`config.mk`:
```
export PLATFORM = sky130hd
export DESIGN_NAME = systolic_mac_pe_flat
export DESIGN_NICKNAME = d
export VERILOG_FILES = /design/src/rtl/systolic_mac_pe_if.sv /design/src/rtl/systolic_mac_pe.sv /design/src/flat_wrapper.sv
export SDC_FILE = /design/constraint.sdc
export NUM_CORES = 1
export LEC_CHECK = 0
export ABC_AREA = 0
export CAP_MARGIN = 25
export CORE_ASPECT_RATIO = 1.4
export CORE_MARGIN = 2
export CORE_UTILIZATION = 40
export CTS_CLUSTER_SIZE = 16
export DETAILED_ROUTE_END_ITERATION = 12
export GPL_TIMING_DRIVEN = 0
export PLACE_DENSITY = 0.66
export SLEW_MARGIN = 5
export SYNTH_ARGS = -nofsm -noshare
export SYNTH_HDL_FRONTEND = slang
export SYNTH_SLANG_ARGS = --single-unit
```
`constraint.sdc`:
```
create_clock -name clk -period 9.2 [get_ports clk]
set_input_delay 2.3 -clock clk [delete_from_list [all_inputs] [get_ports clk]]
set_output_delay 2.3 -clock clk [all_outputs]
set_load 0.005 [all_outputs]
```
`src/rtl/systolic_mac_pe_if.sv`:
```
// rtl/systolic_mac_pe_if.sv - operand, weight-chain and result bundle for one systolic MAC PE
//
// Signals (directions as seen from the PE / slave modport):
//   w_in, w_shift, w_swap  in   weight load chain input and shadow/active controls
//   w_out                  out  current shadow weight, to the next PE in the chain
//   d_in, d_valid          in   data operand and its qualifier
//   mode, acc_len          in   operating mode and MAC run length
//   d_out, d_valid_out     out  data forwarded east, one cycle late
//   r, r_valid, ovf        out  result register, update pulse, sticky saturation flag
interface systolic_mac_pe_if #(
   parameter int DATA_W   = 8,
   parameter int WEIGHT_W = 16,
   parameter int ACC_W    = 32,
   parameter int CNT_W    = 8
);
   logic [WEIGHT_W-1:0] w_in;
   logic                w_shift;
   logic                w_swap;
   logic [WEIGHT_W-1:0] w_out;
   logic [DATA_W-1:0]   d_in;
   logic                d_valid;
   logic [1:0]          mode;
   logic [CNT_W-1:0]    acc_len;
   logic [DATA_W-1:0]   d_out;
   logic                d_valid_out;
   logic [ACC_W-1:0]    r;
   logic                r_valid;
   logic                ovf;

   modport master (
      output w_in, w_shift, w_swap, d_in, d_valid, mode, acc_len,
      input  w_out, d_out, d_valid_out, r, r_valid, ovf
   );

   modport slave (
      input  w_in, w_shift, w_swap, d_in, d_valid, mode, acc_len,
      output w_out, d_out, d_valid_out, r, r_valid, ovf
   );
endinterface

```
`src/rtl/systolic_mac_pe.sv`:
```
// rtl/systolic_mac_pe.sv - systolic processing element: broadcast, multiply and saturating MAC
//
// Ports:
//   clk  in   clock, all state on the rising edge
//   rst  in   synchronous active-high reset, overrides every other input
//   pe   slave side of systolic_mac_pe_if (weight chain, data operand,
//        mode/run length, east data forward, result/valid/overflow)
//
// Modes: 00 HOLD, 01 BCAST, 10 MUL, 11 MAC (IDLE/ACC run over acc_len samples).
module systolic_mac_pe #(
   parameter int DATA_W   = 8,
   parameter int WEIGHT_W = 16,
   parameter int ACC_W    = 32,
   parameter bit SIGNED   = 1'b0,
   parameter int CNT_W    = 8
) (
   input logic              clk,
   input logic              rst,
   systolic_mac_pe_if.slave pe
);
   localparam int PROD_W = DATA_W + WEIGHT_W;
   localparam int SUM_W  = ACC_W + 1;

   localparam logic [1:0] MODE_HOLD  = 2'b00;
   localparam logic [1:0] MODE_BCAST = 2'b01;
   localparam logic [1:0] MODE_MUL   = 2'b10;
   localparam logic [1:0] MODE_MAC   = 2'b11;

   typedef enum logic {IDLE, ACC} state_t;

   state_t              state;
   logic [WEIGHT_W-1:0] shadow_w;
   logic [WEIGHT_W-1:0] active_w;
   logic [DATA_W-1:0]   d_out_q;
   logic                d_valid_q;
   logic [ACC_W-1:0]    r_q;
   logic                r_valid_q;
   logic                ovf_q;
   logic [ACC_W-1:0]    acc;
   logic [CNT_W-1:0]    cnt;
   logic [CNT_W-1:0]    len_q;

   logic [ACC_W-1:0]    prod_ext;
   logic [ACC_W-1:0]    d_ext;
   logic [ACC_W-1:0]    sat_sum;
   logic                sat_hit;
   logic [CNT_W-1:0]    len_eff;
   logic [CNT_W:0]      cnt_next;

   // A zero run length behaves as a single-sample run.
   assign len_eff  = (pe.acc_len == '0) ? CNT_W'(1) : pe.acc_len;
   assign cnt_next = {1'b0, cnt} + (CNT_W+1)'(1);

   generate
      if (SIGNED) begin : g_signed
         logic signed [PROD_W-1:0] prod_s;
         logic signed [SUM_W-1:0]  sum_w;

         assign prod_s   = PROD_W'($signed(active_w)) * PROD_W'($signed(pe.d_in));
         assign prod_ext = ACC_W'(prod_s);
         assign d_ext    = ACC_W'($signed(pe.d_in));
         assign sum_w    = SUM_W'($signed(acc)) + SUM_W'($signed(prod_ext));
         // Overflow when the extra sign bit disagrees with the result sign bit;
         // the extra bit tells which rail was crossed.
         assign sat_hit  = sum_w[ACC_W] != sum_w[ACC_W-1];
         assign sat_sum  = !sat_hit      ? sum_w[ACC_W-1:0] :
                           sum_w[ACC_W]  ? {1'b1, {(ACC_W-1){1'b0}}} :
                                           {1'b0, {(ACC_W-1){1'b1}}};
      end else begin : g_unsigned
         logic [PROD_W-1:0] prod_u;
         logic [SUM_W-1:0]  sum_w;

         assign prod_u   = PROD_W'(active_w) * PROD_W'(pe.d_in);
         assign prod_ext = ACC_W'(prod_u);
         assign d_ext    = ACC_W'(pe.d_in);
         assign sum_w    = SUM_W'(acc) + SUM_W'(prod_ext);
         assign sat_hit  = sum_w[ACC_W];
         assign sat_sum  = sat_hit ? {ACC_W{1'b1}} : sum_w[ACC_W-1:0];
      end
   endgenerate

   always_ff @(posedge clk) begin
      if (rst) begin
         state     <= IDLE;
         shadow_w  <= '0;
         active_w  <= '0;
         d_out_q   <= '0;
         d_valid_q <= 1'b0;
         r_q       <= '0;
         r_valid_q <= 1'b0;
         ovf_q     <= 1'b0;
         acc       <= '0;
         cnt       <= '0;
         len_q     <= '0;
      end else begin
         d_out_q   <= pe.d_in;
         d_valid_q <= pe.d_valid;

         // Both use the pre-edge shadow value, so shift+swap together move
         // the old shadow into active while the new weight enters shadow.
         if (pe.w_shift) shadow_w <= pe.w_in;
         if (pe.w_swap)  active_w <= shadow_w;

         r_valid_q <= 1'b0;

         // Leaving MAC aborts any open run; the new mode still acts below.
         if (pe.mode != MODE_MAC) begin
            state <= IDLE;
            acc   <= '0;
            cnt   <= '0;
         end

         case (pe.mode)
            MODE_HOLD: begin
            end
            MODE_BCAST: begin
               if (pe.d_valid) begin
                  r_q       <= d_ext;
                  r_valid_q <= 1'b1;
               end
            end
            MODE_MUL: begin
               if (pe.d_valid) begin
                  r_q       <= prod_ext;
                  r_valid_q <= 1'b1;
               end
            end
            MODE_MAC: begin
               if (pe.d_valid) begin
                  case (state)
                     IDLE: begin
                        if (len_eff == CNT_W'(1)) begin
                           r_q       <= prod_ext;
                           r_valid_q <= 1'b1;
                        end else begin
                           acc   <= prod_ext;
                           cnt   <= CNT_W'(1);
                           len_q <= len_eff;
                           state <= ACC;
                        end
                     end
                     ACC: begin
                        if (sat_hit) ovf_q <= 1'b1;
                        if (cnt_next == {1'b0, len_q}) begin
                           r_q       <= sat_sum;
                           r_valid_q <= 1'b1;
                           acc       <= '0;
                           cnt       <= '0;
                           state     <= IDLE;
                        end else begin
                           acc <= sat_sum;
                           cnt <= cnt_next[CNT_W-1:0];
                        end
                     end
                     default: state <= IDLE;
                  endcase
               end
            end
            default: begin
            end
         endcase
      end
   end

   assign pe.w_out       = shadow_w;
   assign pe.d_out       = d_out_q;
   assign pe.d_valid_out = d_valid_q;
   assign pe.r           = r_q;
   assign pe.r_valid     = r_valid_q;
   assign pe.ovf         = ovf_q;
endmodule

```
`src/flat_wrapper.sv`:
```
// flat-port wrapper written by rule: the top's interface ports become plain ports
module systolic_mac_pe_flat 
#(
   parameter int DATA_W   = 8,
   parameter int WEIGHT_W = 16,
   parameter int ACC_W    = 32,
   parameter bit SIGNED   = 1'b0,
   parameter int CNT_W    = 8
)
  (clk, rst, pe_w_in, pe_w_shift, pe_w_swap, pe_d_in, pe_d_valid, pe_mode, pe_acc_len, pe_w_out, pe_d_out, pe_d_valid_out, pe_r, pe_r_valid, pe_ovf);
  systolic_mac_pe_if #(.DATA_W(DATA_W), .WEIGHT_W(WEIGHT_W), .ACC_W(ACC_W), .CNT_W(CNT_W)) pe_i ();
  input logic clk;
  input logic rst;
  input wire logic [$bits(pe_i.w_in)-1:0] pe_w_in;
  input wire logic [$bits(pe_i.w_shift)-1:0] pe_w_shift;
  input wire logic [$bits(pe_i.w_swap)-1:0] pe_w_swap;
  input wire logic [$bits(pe_i.d_in)-1:0] pe_d_in;
  input wire logic [$bits(pe_i.d_valid)-1:0] pe_d_valid;
  input wire logic [$bits(pe_i.mode)-1:0] pe_mode;
  input wire logic [$bits(pe_i.acc_len)-1:0] pe_acc_len;
  output wire logic [$bits(pe_i.w_out)-1:0] pe_w_out;
  output wire logic [$bits(pe_i.d_out)-1:0] pe_d_out;
  output wire logic [$bits(pe_i.d_valid_out)-1:0] pe_d_valid_out;
  output wire logic [$bits(pe_i.r)-1:0] pe_r;
  output wire logic [$bits(pe_i.r_valid)-1:0] pe_r_valid;
  output wire logic [$bits(pe_i.ovf)-1:0] pe_ovf;
  assign pe_i.w_in = pe_w_in;
  assign pe_i.w_shift = pe_w_shift;
  assign pe_i.w_swap = pe_w_swap;
  assign pe_i.d_in = pe_d_in;
  assign pe_i.d_valid = pe_d_valid;
  assign pe_i.mode = pe_mode;
  assign pe_i.acc_len = pe_acc_len;
  assign pe_w_out = pe_i.w_out;
  assign pe_d_out = pe_i.d_out;
  assign pe_d_valid_out = pe_i.d_valid_out;
  assign pe_r = pe_i.r;
  assign pe_r_valid = pe_i.r_valid;
  assign pe_ovf = pe_i.ovf;
  systolic_mac_pe #(.DATA_W(DATA_W), .WEIGHT_W(WEIGHT_W), .ACC_W(ACC_W), .SIGNED(SIGNED), .CNT_W(CNT_W)) u_core (.clk(clk), .rst(rst), .pe(pe_i));
endmodule
```
==> metrics.cfg, run 1 <==
[status]
outcome = completed

[floorplan]
floorplan.die.width_um = 145
full_die_area_um2 = 29200
die_height_um = 201
num_rows = 72
design.core.area_um2 = 27500
floorplan.io_pins = 98
initial_core_util_pct = 40.5

[cells_and_area]
layout.area.seq_um2 = 2480
final_cell_area_um2 = 13400
syn_to_final_growth_pct = 20.9
multi_input_area_um2 = 8120
final_cells = 1829
nNetsFinal = 1644
fillers = 2653
final_layout_size_suffix_gt1_share_pct = 8.57
fin_util_pct = 48.9
insertedDiodeCount = 0

[global_route]
overflow = 0
maximum_number_of_pins_on_one_net_before_global_route_repair = 17
grt_antenna_before_repair = 0
grt_util_all_layers_pct = 24.2
first_pass_grt_wire_length_mm = 55.8
grt_pass1_vias = 10587

[power_and_ir_drop]
switching_power_mw = 0.518
power_density_nw_per_um2 = 127
power.share.switching_pct = 30.3
p_int_mw = 1.19
cellLeakagePower_nw = 5.80
seq_power_share_pct = 33.8
pwr-share-comb_pct = 22.3
power.clock.fraction_pct = 43.9
ir_worst_vdd_mv = 0.116

[critical_path]
start_kind = input pin
required_ns = 9.48
critical_path_arrival_ns = 9.23
critPathMaxFanout = 10
timing.critical_path.to_type = flop
critical_path_class = in -> reg

[yosys]
mappedNetlistArea_um2 = 11100
syn-num-nets = 1528
netlist_instances = 1330
synth.yosys.seq_area_share_pct = 22.3
yosysWarnings = 0
postSynthAreaPerCell_um2 = 8.37
synth_cell_type_count = 77
async_set_or_reset_flop_fraction_in_the_synthesized_netlist_pct = 0
synth_enable_flop_cells = 0
yosys_register_bits = 124
primary_flip_flop_cell_chosen_by_synthesis_mapping = sky130_fd_sc_hd__dfxtp_1

[clocking]
cts_root_buffer = sky130_fd_sc_hd__clkbuf_16
clock_sinks = 124
clock_tree.htree_level_count = 4
register_clock_pin_slew_on_the_reported_worst_setup_and_hold_paths_ns = 0.06
cts_max_path_buffers = 2
worstSkewPairLatency_ns = 0.43
post_cts_hold_buffer_count = 0
tritoncts = done
cts-buffers-inserted = 17

[placement]
post_dp_cell_area_um2 = 12500
globalplace.congestion = 1.02
io_buffer_count = 95
dpl.cell_count = 1795
hpwl_mm = 27.5

[timing]
clock-skew-final_ns = 0.00943
timing_hold_violations_final = 0
period_minus_slack_ns = 8.94
timing.setup.tns_ns = 0
finalHoldWorstSlack_ns = 0.451
slew_headroom_pct = 25.7
worstMarginPinSlew_ns = 1.11
final-max-slew-violation-count = 0
final_min_period_over_clock_period_pct = 97.2
finalSetupViolations = 0
max_freq_ghz = 0.112

[detailed_routing]
antenna_violating_nets_post_route = 0
vias = 10344
post_drt_wl_per_cell_um = 19.5
detail_route.drc_violations = 0
totalWireLength_mm = 35.7
drtIter0Drc = 562
iteration_count_of_the_initial_detailed_routing_pass = 5
vias_per_cell = 5.66

[run]
maxCapViolCount = 0

[worst_hold_path]
min-delay-path-class = reg -> reg

## sequential cells by signal, indices dropped and copies added (netlist names)
register	flops
u_core.acc	32
u_core.pe.r	32
u_core.pe.d_valid_out	1
u_core.pe.r_valid	1
u_core.pe.d_out	8
u_core.pe.w_out	16
u_core.state	1
u_core.len_q	8
u_core.pe.ovf	1
u_core.cnt	8
u_core.active_w	16
## worst max-delay path, cell delays in order
cell and delay [ns]:
sky130_fd_sc_hd__clkdlybuf4s18_2 0.32, sky130_fd_sc_hd__buf_4 0.23, sky130_fd_sc_hd__nand2_1 0.09, sky130_fd_sc_hd__fa_1 0.50, sky130_fd_sc_hd__fa_1 0.54, sky130_fd_sc_hd__inv_1 0.05
sky130_fd_sc_hd__fa_1 0.48, sky130_fd_sc_hd__inv_1 0.05, sky130_fd_sc_hd__fa_1 0.53, sky130_fd_sc_hd__inv_1 0.04, sky130_fd_sc_hd__ha_1 0.36, sky130_fd_sc_hd__a21o_1 0.25
sky130_fd_sc_hd__a22o_1 0.28, sky130_fd_sc_hd__a22oi_2 0.24, sky130_fd_sc_hd__a31oi_4 0.17, sky130_fd_sc_hd__nor3_1 0.33, sky130_fd_sc_hd__nor2_4 0.08, sky130_fd_sc_hd__ha_2 0.36
sky130_fd_sc_hd__a21oi_1 0.21, sky130_fd_sc_hd__o21ai_0 0.16, sky130_fd_sc_hd__a221o_1 0.42, sky130_fd_sc_hd__o21ai_4 0.28, sky130_fd_sc_hd__buf_6 0.20, sky130_fd_sc_hd__buf_4 0.21
sky130_fd_sc_hd__nand2_1 0.11, sky130_fd_sc_hd__a221oi_2 0.32, sky130_fd_sc_hd__nor3_1 0.08
## area by class of cell
cell class	instances	share of cell area, %
buffer	71	2.73
tap	370	3.44
sequential	124	18.5
clock inverter	9	1.19
clock buffer	23	3.55
inverter	107	2.99
timing repair buffer	99	7.28
multi-input combinational	1026	60.4
## final timing paths
kind	startpoint	end	slack, ns	cells after the start
min	u_core.pe.r[30]	u_core.pe.r[30]	0.45	2
max reg2reg	u_core.active_w[5]	u_core.pe.r[12]	2.09	25
min reg2reg	u_core.pe.r[30]	u_core.pe.r[30]	0.45	2
max	pe_d_in[4]	u_core.pe.r[12]	0.26	27
## cell usage after synthesis, types with 4 or more instances
cell                        count  area share (%)
sky130_fd_sc_hd__xnor2_1       33             2.6
sky130_fd_sc_hd__a222oi_1      11            0.99
sky130_fd_sc_hd__a211oi_2       4            0.45
sky130_fd_sc_hd__nand4_1       10            0.56
sky130_fd_sc_hd__nor4_1         6            0.34
sky130_fd_sc_hd__mux2i_1       38             3.4
sky130_fd_sc_hd__nand2b_1       6            0.34
sky130_fd_sc_hd__nand3_1       21            0.94
sky130_fd_sc_hd__buf_4          4            0.27
sky130_fd_sc_hd__ha_1          74             8.3
sky130_fd_sc_hd__a221oi_1      12            0.94
sky130_fd_sc_hd__xor2_1        13             1.0
sky130_fd_sc_hd__a21o_1        17             1.1
sky130_fd_sc_hd__o21ai_1        6            0.27
sky130_fd_sc_hd__nor2b_1       16            0.90
sky130_fd_sc_hd__o211ai_1      15             1.0
sky130_fd_sc_hd__inv_1        107             3.6
sky130_fd_sc_hd__dfxtp_1      124              22
sky130_fd_sc_hd__or2_2          9            0.51
sky130_fd_sc_hd__and4_1         5            0.39
sky130_fd_sc_hd__o22ai_1       13            0.73
sky130_fd_sc_hd__a211oi_1      13            0.88
sky130_fd_sc_hd__a22oi_1       22             1.5
sky130_fd_sc_hd__a21oi_1       76             3.4
sky130_fd_sc_hd__nand2_1      139             4.7
sky130_fd_sc_hd__o31ai_1        7            0.47
sky130_fd_sc_hd__o311ai_0       4            0.31
sky130_fd_sc_hd__a2bb2oi_1      6            0.47
sky130_fd_sc_hd__and3_1         8            0.45
sky130_fd_sc_hd__fa_1          85              15
sky130_fd_sc_hd__buf_2          9            0.40
sky130_fd_sc_hd__or3_1          4            0.22
sky130_fd_sc_hd__o21a_1         9            0.61
sky130_fd_sc_hd__a31oi_1       10            0.56
sky130_fd_sc_hd__o21ai_0       49             2.2
sky130_fd_sc_hd__clkbuf_1      53             1.8
sky130_fd_sc_hd__nor2_1       105             3.5
sky130_fd_sc_hd__nor3_1        21            0.94
sky130_fd_sc_hd__nor3b_1        6            0.40
sky130_fd_sc_hd__a311oi_1       5            0.39
sky130_fd_sc_hd__a31o_2         4            0.31
sky130_fd_sc_hd__and2_1        94             5.3
## metal layers
metal / global-route usage (%) / up-vias / part of all wire (%)
met1: 26.4 / 5013 / 38
met3: 3.33 / 115 / 5.2
met2: 44.4 / 351 / 51
li1: - / 4865 / -
met5: 0 / - / 0
met4: 14.5 / 0 / 5.8
## cell usage in the layout, fill, tap and decap left out, types with 16 or more instances in the layout
cell type                         count
sky130_fd_sc_hd__nand2_1            139
sky130_fd_sc_hd__dfxtp_1            124
sky130_fd_sc_hd__inv_1              107
sky130_fd_sc_hd__nor2_1             103
sky130_fd_sc_hd__and2_1              94
sky130_fd_sc_hd__clkdlybuf4s50_1     87
sky130_fd_sc_hd__fa_1                85
sky130_fd_sc_hd__a21oi_1             73
sky130_fd_sc_hd__ha_1                69
sky130_fd_sc_hd__o21ai_0             48
sky130_fd_sc_hd__clkbuf_1            46
sky130_fd_sc_hd__mux2i_1             37
sky130_fd_sc_hd__xnor2_1             30
sky130_fd_sc_hd__nand3_1             21
sky130_fd_sc_hd__nor3_1              21
sky130_fd_sc_hd__a22oi_1             21
sky130_fd_sc_hd__a21o_1              17
sky130_fd_sc_hd__clkbuf_16           17
sky130_fd_sc_hd__nor2b_1             16
## stage by stage
| stage | power, mW | setup WS [ns] |
|---|---|---|
| 4_1_cts | 1.70 | 0.0231 |
| 3_5_place_dp | 0.953 | -1.95 |
| 2_1_floorplan | 0.813 | 0.732 |
| 5_1_grt | 1.77 | -0.00982 |
| 3_3_place_gp | 0.948 | -1.87 |
| 6_report | 1.71 | 0.256 |
## power by group through the flow
stage               combinational (mW)  clock (mW)  sequential (mW)
floorplan                        0.229           0            0.584
finish                           0.380       0.750            0.578
CTS                              0.368       0.753            0.578
global placement                 0.359           0            0.589
detailed placement               0.364           0            0.589
global route                     0.415       0.775            0.581
## kinds of logic after synthesis
kind of cell    Yosys count  share of synthesized area [%]
compound gates          319                           19.7
xor+xnor                 46                           3.62
fa+ha+maj               159                           23.6
buf+inv                 180                           6.52
flops                   124                           22.3
mux                      40                           3.62
simple gates            462                           20.6
## repair_timing
action,CTS,global route
resized for setup,47,45
buffers inserted,1,3
endpoints found under the setup margin,65,61
pin swaps,2,8
Power figures use the tool's default switching activity.
==> run 2: changes to the inputs <==
CAP_MARGIN = 20   (was 25)
GPL_TIMING_DRIVEN = not set   (was 0)
==> run 2 against run 1 <==
  * Sequential power about the same
  * Via count down 1.6%
  * Total power shrank 3.9%
  * Clock skew shrank 0.0015 ns
  * First-iteration DRC count up 6.6%
  * Setup slack improved by 0.10 ns
  * Register-to-register slack gained 0.24 ns
  * Count of clock-buffer cells in the layout decreased by 5
  * Global-route usage decreased by 1.6 points
  * Combinational power is 2% higher
==> metrics.cfg, run 2 (same netlist as run 1, synthesis figures left out) <==
[timing]
period_minus_slack_ns = 8.84  ; -0.105 ns
finalSetupViolations = 0  ; unchanged
timing.setup.tns_ns = 0  ; unchanged
final_min_period_over_clock_period_pct = 96.1  ; -1.1 points
worstMarginPinSlew_ns = 1.06  ; -0.0461 ns
final-max-slew-violation-count = 0  ; unchanged
max_freq_ghz = 0.113  ; +1.2%
slew_headroom_pct = 29.0  ; +3.3 points
clock-skew-final_ns = 0.00791  ; -0.00152 ns
rsz0062_at_grt = no
timing_hold_violations_final = 0  ; unchanged

[floorplan]
full_die_area_um2 = 29200  ; unchanged
floorplan.die.width_um = 145  ; unchanged
die_height_um = 201  ; unchanged
floorplan.io_pins = 98  ; unchanged
design.core.area_um2 = 27500  ; unchanged
initial_core_util_pct = 40.5  ; unchanged
num_rows = 72  ; unchanged

[cells_and_area]
syn_to_final_growth_pct = 21.8
fillers = 2649  ; -0.15%
final_cells = 1845  ; +0.87%
commonest_cells_after_routing_fill_and_taps_aside = sky130_fd_sc_hd__nand2_1 (139), sky130_fd_sc_hd__dfxtp_1 (124), sky130_fd_sc_hd__inv_1 (107)
final_cell_area_um2 = 13600  ; +0.82%
insertedDiodeCount = 0  ; unchanged
nNetsFinal = 1660  ; +0.97%
final_layout_size_suffix_gt1_share_pct = 11.1  ; +2.5 points
final_common_cell = sky130_fd_sc_hd__nand2_1
fin_util_pct = 49.3  ; +0.40 points

[critical_path]
timing.critical_path.to_type = flop
critPathMaxFanout = 11  ; +1
critical_path_arrival_ns = 9.18  ; -0.05 ns
cpMostUsedCell = sky130_fd_sc_hd__fa_1
path_delay_family = adder cells
required_ns = 9.54  ; +0.06 ns
critical-path-max-stage-delay_ns = 0.57  ; +0.03 ns
crit_buf_inv = 6  ; -1
start_kind = input pin
cp_slowest_cell = sky130_fd_sc_hd__fa_1
critical_path_class = in -> reg

[global_route]
first_pass_grt_wire_length_mm = 53.0  ; -5.1%
grt_antenna_before_repair = 0  ; unchanged
grt_util_all_layers_pct = 22.6  ; -1.6 points
maximum_number_of_pins_on_one_net_before_global_route_repair = 67  ; +50
overflow = 0  ; unchanged
grt_pass1_vias = 10289  ; -2.8%

[placement]
post_dp_cell_area_um2 = 12900  ; +3.1%
hpwl_mm = 25.3  ; -8.1%
dpl.cell_count = 1812  ; +0.95%
io_buffer_count = 97  ; +2.1%
globalplace.congestion = 1.01  ; -0.51%

[detailed_routing]
post_drt_wl_per_cell_um = 17.8  ; -8.8%
vias_per_cell = 5.52  ; -2.5%
antenna_violating_nets_post_route = 0  ; unchanged
vias = 10177  ; -1.6%
drtIter0Drc = 599  ; +6.6%
iteration_count_of_the_initial_detailed_routing_pass = 8  ; +3
totalWireLength_mm = 32.9  ; -8.0%
detail_route.drc_violations = 0  ; unchanged

[power_and_ir_drop]
pwr-share-comb_pct = 23.5  ; +1.2 points
cellLeakagePower_nw = 6.00  ; +3.5%
power.clock.fraction_pct = 41.2  ; -2.7 points
switching_power_mw = 0.505  ; -2.6%
seq_power_share_pct = 35.3  ; +1.5 points
p_int_mw = 1.14  ; -4.5%
ir_worst_vdd_mv = 0.134  ; +15%
power.total_mw = 1.64  ; -3.9%
power.share.switching_pct = 30.7  ; +0.40 points
power_density_nw_per_um2 = 121  ; -4.7%

[clocking]
clock_sinks = 124  ; unchanged
worstSkewPairLatency_ns = 0.44  ; about the same
cts-buffers-inserted = 17  ; unchanged
cts_max_path_buffers = 2  ; unchanged
register_clock_pin_slew_on_the_reported_worst_setup_and_hold_paths_ns = 0.06  ; about the same
clock_tree.htree_level_count = 4  ; unchanged
cts_root_buffer = sky130_fd_sc_hd__clkbuf_16
tritoncts = done

[status]
outcome = completed

[worst_hold_path]
min-delay-path-class = reg -> reg

[run]
maxCapViolCount = 0  ; unchanged

## run 2: what timing repair did
item,CTS,global route
hold buffers,0,0
gates resized for setup,0,9
setup buffers,0,1
endpoints found under the setup margin,0,64
## run 2: final cells by class
type	count	area (um^2)	share of cell area, %
clock inverter	14	145	1.07
inverter	107	402	2.96
timing repair buffer	186	1660	12.3
tap	370	463	3.42
sequential	124	2480	18.3
multi-input combinational	1026	7960	58.7
clock buffer	18	439	3.24
## run 2: through the flow
stage | setup WS [ns] | hold slack (ns)
after CTS | 0.151 | 0.451
after global placement | -0.113 | 0.441
after global routing | 0.0114 | 0.476
after floorplan | 0.732 | 0.445
final | 0.360 | 0.449
after detailed placement | -0.299 | 0.445
## run 2: power by group through the flow
stage	sequential, mW	clock [mW]	combinational [mW]
floorplan	0.584	0	0.229
global placement	0.590	0	0.375
detailed placement	0.591	0	0.382
CTS	0.579	0.690	0.383
global route	0.582	0.710	0.424
finish	0.579	0.677	0.386
## run 2: worst paths after layout
path	startpoint	to	slack (ns)	cells after the start
setup reg to reg	u_core.active_w[5]	u_core.acc[20]	2.33	23
setup / recovery	pe_d_in[6]	u_core.pe.r[11]	0.36	27
hold / removal	u_core.pe.r[24]	u_core.pe.r[24]	0.45	2
hold reg to reg	u_core.pe.r[24]	u_core.pe.r[24]	0.45	2
## run 2: per-layer routing
layer,vias to the layer above,share of wire (%),wire length [um],GRT usage (%)
li1,4900,-,-,-
met1,4908,40,13200,25.6
met2,299,52,17000,41.6
met3,70,4.3,1430,3.20
met4,0,3.8,1250,10.5
met5,-,0,0,0
## run 2: tightest hold or removal path, stage by stage (launching register included)
cell                      delay [ns]
sky130_fd_sc_hd__dfxtp_1        0.30
sky130_fd_sc_hd__nand2_1        0.05
sky130_fd_sc_hd__a21oi_1        0.05
